==> config.mk <==
export PLATFORM = sky130hd
export DESIGN_NAME = pipe_ctrl
export DESIGN_NICKNAME = d
export VERILOG_FILES = /design/src/rtl/pipe_ctrl.sv
export SDC_FILE = /design/constraint.sdc
export NUM_CORES = 1
export LEC_CHECK = 0
export CAP_MARGIN = 20
export CORE_UTILIZATION = 33
export DETAILED_ROUTE_END_ITERATION = 10
export HOLD_SLACK_MARGIN = 0.1
export PLACE_DENSITY = 0.83
export SLEW_MARGIN = 40
export SYNTH_ARGS = -nofsm -noshare
export SYNTH_HDL_FRONTEND = slang
export SYNTH_SLANG_ARGS = --single-unit
==> constraint.sdc <==
create_clock -name clk -period 3.7 [get_ports clk]
set_input_delay 0.555 -clock clk [delete_from_list [all_inputs] [get_ports clk]]
set_output_delay 0.555 -clock clk [all_outputs]
set_load 0.01 [all_outputs]
==> src/rtl/pipe_ctrl.sv <==
// pipe_ctrl: central stall/flush controller for the 5-stage pipeline
// (PC, IF/ID, ID/EX, EX/MEM, MEM/WB).
//
// Arbitrates, in priority order, a memory-stage exception flush, a
// multi-cycle EX operation (sequenced by an IDLE/MC_BUSY down-counter FSM)
// and a decode load-use stall. Outputs are combinational from the current
// state and the current-cycle requests, so a stall takes effect in the
// request cycle.
//
// Ports:
//   clk, rst      clock; synchronous active-high reset
//   stallreq_id   decode load-use hazard (level)
//   ex_mc_start   EX starts a multi-cycle op (pulse)
//   ex_mc_cycles  stall length N for that op, clamped to MAX_MC
//   flush_req     memory-stage exception (pulse)
//   flush_pc      redirect target, sampled with flush_req
//   stall[5:0]    per-stage hold: PC, IF/ID, ID/EX, EX/MEM, MEM/WB, WB(0)
//   flush         clear all pipeline registers this cycle
//   new_pc        PC load value, valid with flush
//   ex_mc_done    one-cycle pulse: EX result final
//   mc_busy       FSM is in MC_BUSY
//
// Optional feature macro: PIPE_CTRL_PERF_EN adds perf_stall_cycles (32b)
// and perf_flush_count (16b) event counters.
module pipe_ctrl #(
  parameter int CNT_W  = 6,
  parameter int MAX_MC = 40
) (
  input  logic             clk,
  input  logic             rst,
  input  logic             stallreq_id,
  input  logic             ex_mc_start,
  input  logic [CNT_W-1:0] ex_mc_cycles,
  input  logic             flush_req,
  input  logic [31:0]      flush_pc,
  output logic [5:0]       stall,
  output logic             flush,
  output logic [31:0]      new_pc,
  output logic             ex_mc_done,
  output logic             mc_busy
`ifdef PIPE_CTRL_PERF_EN
  ,
  output logic [31:0]      perf_stall_cycles,
  output logic [15:0]      perf_flush_count
`endif
);

  typedef enum logic {IDLE, MC_BUSY} state_t;

  // EX hold also freezes everything upstream; a load-use hold stops at
  // ID/EX so that ID/EX (stall[2]=1, stall[3]=0) turns into a bubble.
  localparam logic [5:0]       StallEx = 6'b001111;
  localparam logic [5:0]       StallId = 6'b000111;
  localparam logic [CNT_W-1:0] MaxMc   = CNT_W'(MAX_MC);
  localparam logic [CNT_W-1:0] CntOne  = CNT_W'(1);

  state_t           state_q, state_d;
  logic [CNT_W-1:0] cnt_q, cnt_d;
  logic             donePend_q, donePend_d;
  logic [CNT_W-1:0] ncClamped;

  // State register. donePend_q carries the deferred done pulse of an
  // N==1 operation, which finishes while the FSM already sits in IDLE.
  always_ff @(posedge clk) begin
    if (rst) begin
      state_q    <= IDLE;
      cnt_q      <= '0;
      donePend_q <= 1'b0;
    end else begin
      state_q    <= state_d;
      cnt_q      <= cnt_d;
      donePend_q <= donePend_d;
    end
  end

  // Next-state and output logic. Flush wins over everything and aborts any
  // in-flight op silently; a multi-cycle op in progress masks the decode
  // stall, and start pulses seen while busy are ignored.
  always_comb begin
    stall      = '0;
    flush      = 1'b0;
    new_pc     = '0;
    ex_mc_done = 1'b0;
    mc_busy    = 1'b0;
    state_d    = state_q;
    cnt_d      = cnt_q;
    donePend_d = 1'b0;
    ncClamped  = (ex_mc_cycles > MaxMc) ? MaxMc : ex_mc_cycles;

    if (!rst) begin
      mc_busy = (state_q == MC_BUSY);
      if (flush_req) begin
        flush   = 1'b1;
        new_pc  = flush_pc;
        state_d = IDLE;
        cnt_d   = '0;
      end else begin
        case (state_q)
          IDLE: begin
            ex_mc_done = donePend_q;
            if (ex_mc_start) begin
              if (ncClamped == '0) begin
                ex_mc_done = 1'b1;
              end else if (ncClamped == CntOne) begin
                stall      = StallEx;
                donePend_d = 1'b1;
              end else begin
                stall   = StallEx;
                cnt_d   = ncClamped - CntOne;
                state_d = MC_BUSY;
              end
            end else if (stallreq_id) begin
              stall = StallId;
            end
          end
          MC_BUSY: begin
            if (cnt_q != '0) begin
              stall = StallEx;
              cnt_d = cnt_q - CntOne;
            end else begin
              ex_mc_done = 1'b1;
              state_d    = IDLE;
            end
          end
          default: begin
            state_d = IDLE;
            cnt_d   = '0;
          end
        endcase
      end
    end
  end

`ifdef PIPE_CTRL_PERF_EN
  logic [31:0] perfStall_q;
  logic [15:0] perfFlush_q;

  // Free-running event counters; they wrap naturally at their width.
  always_ff @(posedge clk) begin
    if (rst) begin
      perfStall_q <= '0;
      perfFlush_q <= '0;
    end else begin
      if (stall != '0) perfStall_q <= perfStall_q + 32'd1;
      if (flush)       perfFlush_q <= perfFlush_q + 16'd1;
    end
  end

  assign perf_stall_cycles = perfStall_q;
  assign perf_flush_count  = perfFlush_q;
`else
  // Performance counters are not built in this configuration.
`endif

endmodule

==> results.cfg <==
[floorplanning]
die-area_um2 = 3040
dieHeight_um = 55.1
ios = 84
initial_core_util_pct = 36.3
fp.coreArea_um2 = 2570
die_w_um = 55.1
num_rows = 18

[clock_tree]
path_clk_slew_ns = 0.05
cts_buffer_depth = 2
clk_latency_ns = 0.26
cts_max_level = 1
post_cts_buffers = 0
cts-root-buf = clkbuf_4
clock_sinks = 8
cts_tree = yes
numCtsBuffers = 3

[routing]
first_pass_iters = 5
drc = 0
wl_per_cell_um = 13.9
vias_per_cell = 5.14
drt_iter0_drc = 26
drt_wl_total_mm = 3.24
antenna_violating_nets_post_route = 0
vias = 1197

[timing]
setup_viol = 0
worstMarginPinSlew_ns = 0.568
drv_slew = 0
slew_headroom_pct = 62.1
rsz0062_at_grt = no
worst_slack_ns = 0.245
period_share_pct = 93.4
setup-tns-final_ns = 0
finalClockSkew_ns = 0.00874
post-route-min-period_ns = 3.46
fmax_ghz = 0.289
finalHoldViolations = 0

[synth]
yosys_warnings = 0
syn-mean-instance-area_um2 = 7.40
synth_largest_area_cell = and2_1
ys_seq_area_share_pct = 17.2
yosysMostFrequentCell = and2_1
synth_area_leaders = and2_1 21%, dfxtp_1 17%, ha_1 4.0%
syn_area_um2 = 932
syn_inst = 126
yosysUniqueCellTypes = 45
synthArstFlopShare_pct = 0
synth_top_area_share_pct = 21.5
synth_flop_cell = dfxtp_1
synth_edf_count = 0
ys_top_cells_by_count = 32 x and2_1, 8 x dfxtp_1, 7 x nand2_1, 6 x nor2_1
ys_ff_latch = 8

[critical_path]
reg2reg_from = cnt_q[0]
end_kind = output port
worstPathRequired_ns = 3.14
startpoint = ex_mc_cycles[4]
cpMostUsedCell = clkdlybuf4s50_1
cp_cell_sequence = clkdlybuf4s50_1 > o21ai_2 > nand2_1 > ha_1 > a31oi_1 > o21ai_0 > a21oi_2 > clkdlybuf4s50_1
critPathArrivalTime_ns = 2.90
worst-path-max-fanout = 8
cp_top_family = buffers and inverters
crit_path_start_kind = primary input
r2r_setup_slack_ns = 1.75
path_class = primary input to output port
crit_path_end = stall[2]
crit_buf_inv = 2
r2r_cells = 6
slowest_stage = clkdlybuf4s50_1
r2r_end = cnt_q[0]
worstSetupPathDepth = 8
critical_path.max_stage_delay_ns = 0.57

[flow_run]
maxCapViolCount = 0

[outcome]
outcome = completed

[placed_design]
portBuffers = 81
hpwl_mm = 2.70
gp_congestion = 0.889
post-place-ws_ns = 0.167

[power_and_ir_drop]
ir_drop_v = 0.000128
p_per_area_nw_per_um2 = 183
p_leak_nw = 0.649

[finish]
area_growth_pct = 90.2
drive_above_1_share_pct = 7.88
final_nets = 251
antenna_cells = 0

[hold_path]
hold_class = flop to flop

[global_routing]
antenna_found_initial = 0
grt_pass1_wl_mm = 4.76
overflow = 0
grt_pass1_vias = 1160
grt_max_degree = 34
grt_use_total_pct = 22.2
[how the worst min path moves through the flow]
stage,start,to,slack (ns),depth (start not counted)
detailed placement,cnt_q[3],cnt_q[3],0.49,2
CTS,cnt_q[3],cnt_q[3],0.50,2
floorplan,cnt_q[3],cnt_q[3],0.46,2
finish,cnt_q[3],cnt_q[3],0.50,2
global route,cnt_q[3],cnt_q[3],0.51,2
global placement,cnt_q[3],cnt_q[3],0.48,2
[report_power, final]
part | internal [mW] | switching, mW | total [mW]
logic | 0.0956 | 0.0662 | 0.162
clock network | 0.0372 | 0.0310 | 0.0683
registers | 0.0898 | 0.00510 | 0.0949
total | 0.223 | 0.102 | 0.325
[routing by layer]
metal | track usage (%) | wire, um
met1 | 24.1 | 1320
met3 | 6.83 | 215
met5 | 0 | 0
met4 | 10.4 | 46
met2 | 39.0 | 1660
[cells in the final DEF (no fill, tap or decap), types with 2 or more instances in the layout]
cell / netlist / final
o22ai_1: 2 / 2
a21oi_2: 1 / 2
and2_1: 32 / 32
o21ai_0: 5 / 5
nand2b_1: 2 / 2
dfxtp_1: 8 / 8
nand2_1: 7 / 7
a21oi_1: 5 / 4
ha_1: 3 / 3
o31ai_1: 2 / 2
o31a_1: 2 / 2
or4_4: 2 / 2
o32ai_1: 2 / 2
nor2_1: 6 / 6
conb_1: 1 / 2
clkdlybuf4s50_1: 0 / 81
inv_1: 5 / 5
nor3_1: 2 / 2
nor4_1: 2 / 2
clkbuf_4: 0 / 3
a221oi_1: 2 / 2
a211oi_2: 2 / 2
nor3b_1: 2 / 2
[flip-flops by register name, indices dropped and copies added, names as in the netlist]
signal and cells:
donePend_q 1, state_q 1, cnt_q 6
[worst register-to-register path, cell delays in order, from the launching register on]
cell and delay, ns:
dfxtp_1 0.33, inv_1 0.11, ha_1 0.21, or3b_1 0.45
o31ai_4 0.39, a221oi_1 0.16, a211oi_2 0.22
[repair_timing]
| action | CTS | global route |
|---|---|---|
| hold buffers | 0 | 0 |
| gates resized for setup | 0 | 2 |
| setup endpoints to repair | 0 | 3 |
[kinds of logic after synthesis]
family                   count (synthesis)  share of synthesized area, %
AO/OA/AOI/OAI                           33                          27.7
adder cells (fa/ha/maj)                  3                          4.03
buffers and inverters                   15                          7.65
flip-flops                               8                          17.2
multiplexers                             1                          1.21
other                                    1                         0.402
AND/OR/NAND/NOR                         65                          41.9
[area by class of cell]
type,instances,area (um2)
sequential,8,160
tap,30,37.5
timing repair buffer,82,818
clock buffer,3,22.5
multi-input combinational,104,712
fill,223,795
inverter,6,22.5
[through the flow]
| step | cells | util [%] | total power, mW | instance area [um2] | hold WS, ns |
|---|---|---|---|---|---|
| 6_report | 233 | 69.1 | 0.325 | 1770 | 0.499 |
| 5_1_grt | 233 | 69.1 | 0.346 | 1770 | 0.511 |
| 4_1_cts | 233 | 68.8 | 0.325 | 1770 | 0.499 |
| 3_5_place_dp | 230 | 67.9 | 0.257 | 1740 | 0.493 |
| 3_3_place_gp | 230 | 67.9 | 0.253 | 1740 | 0.478 |
| 2_1_floorplan | 127 | - | 0.167 | 936 | 0.458 |
No activity file was read; power rests on OpenSTA's default activity.
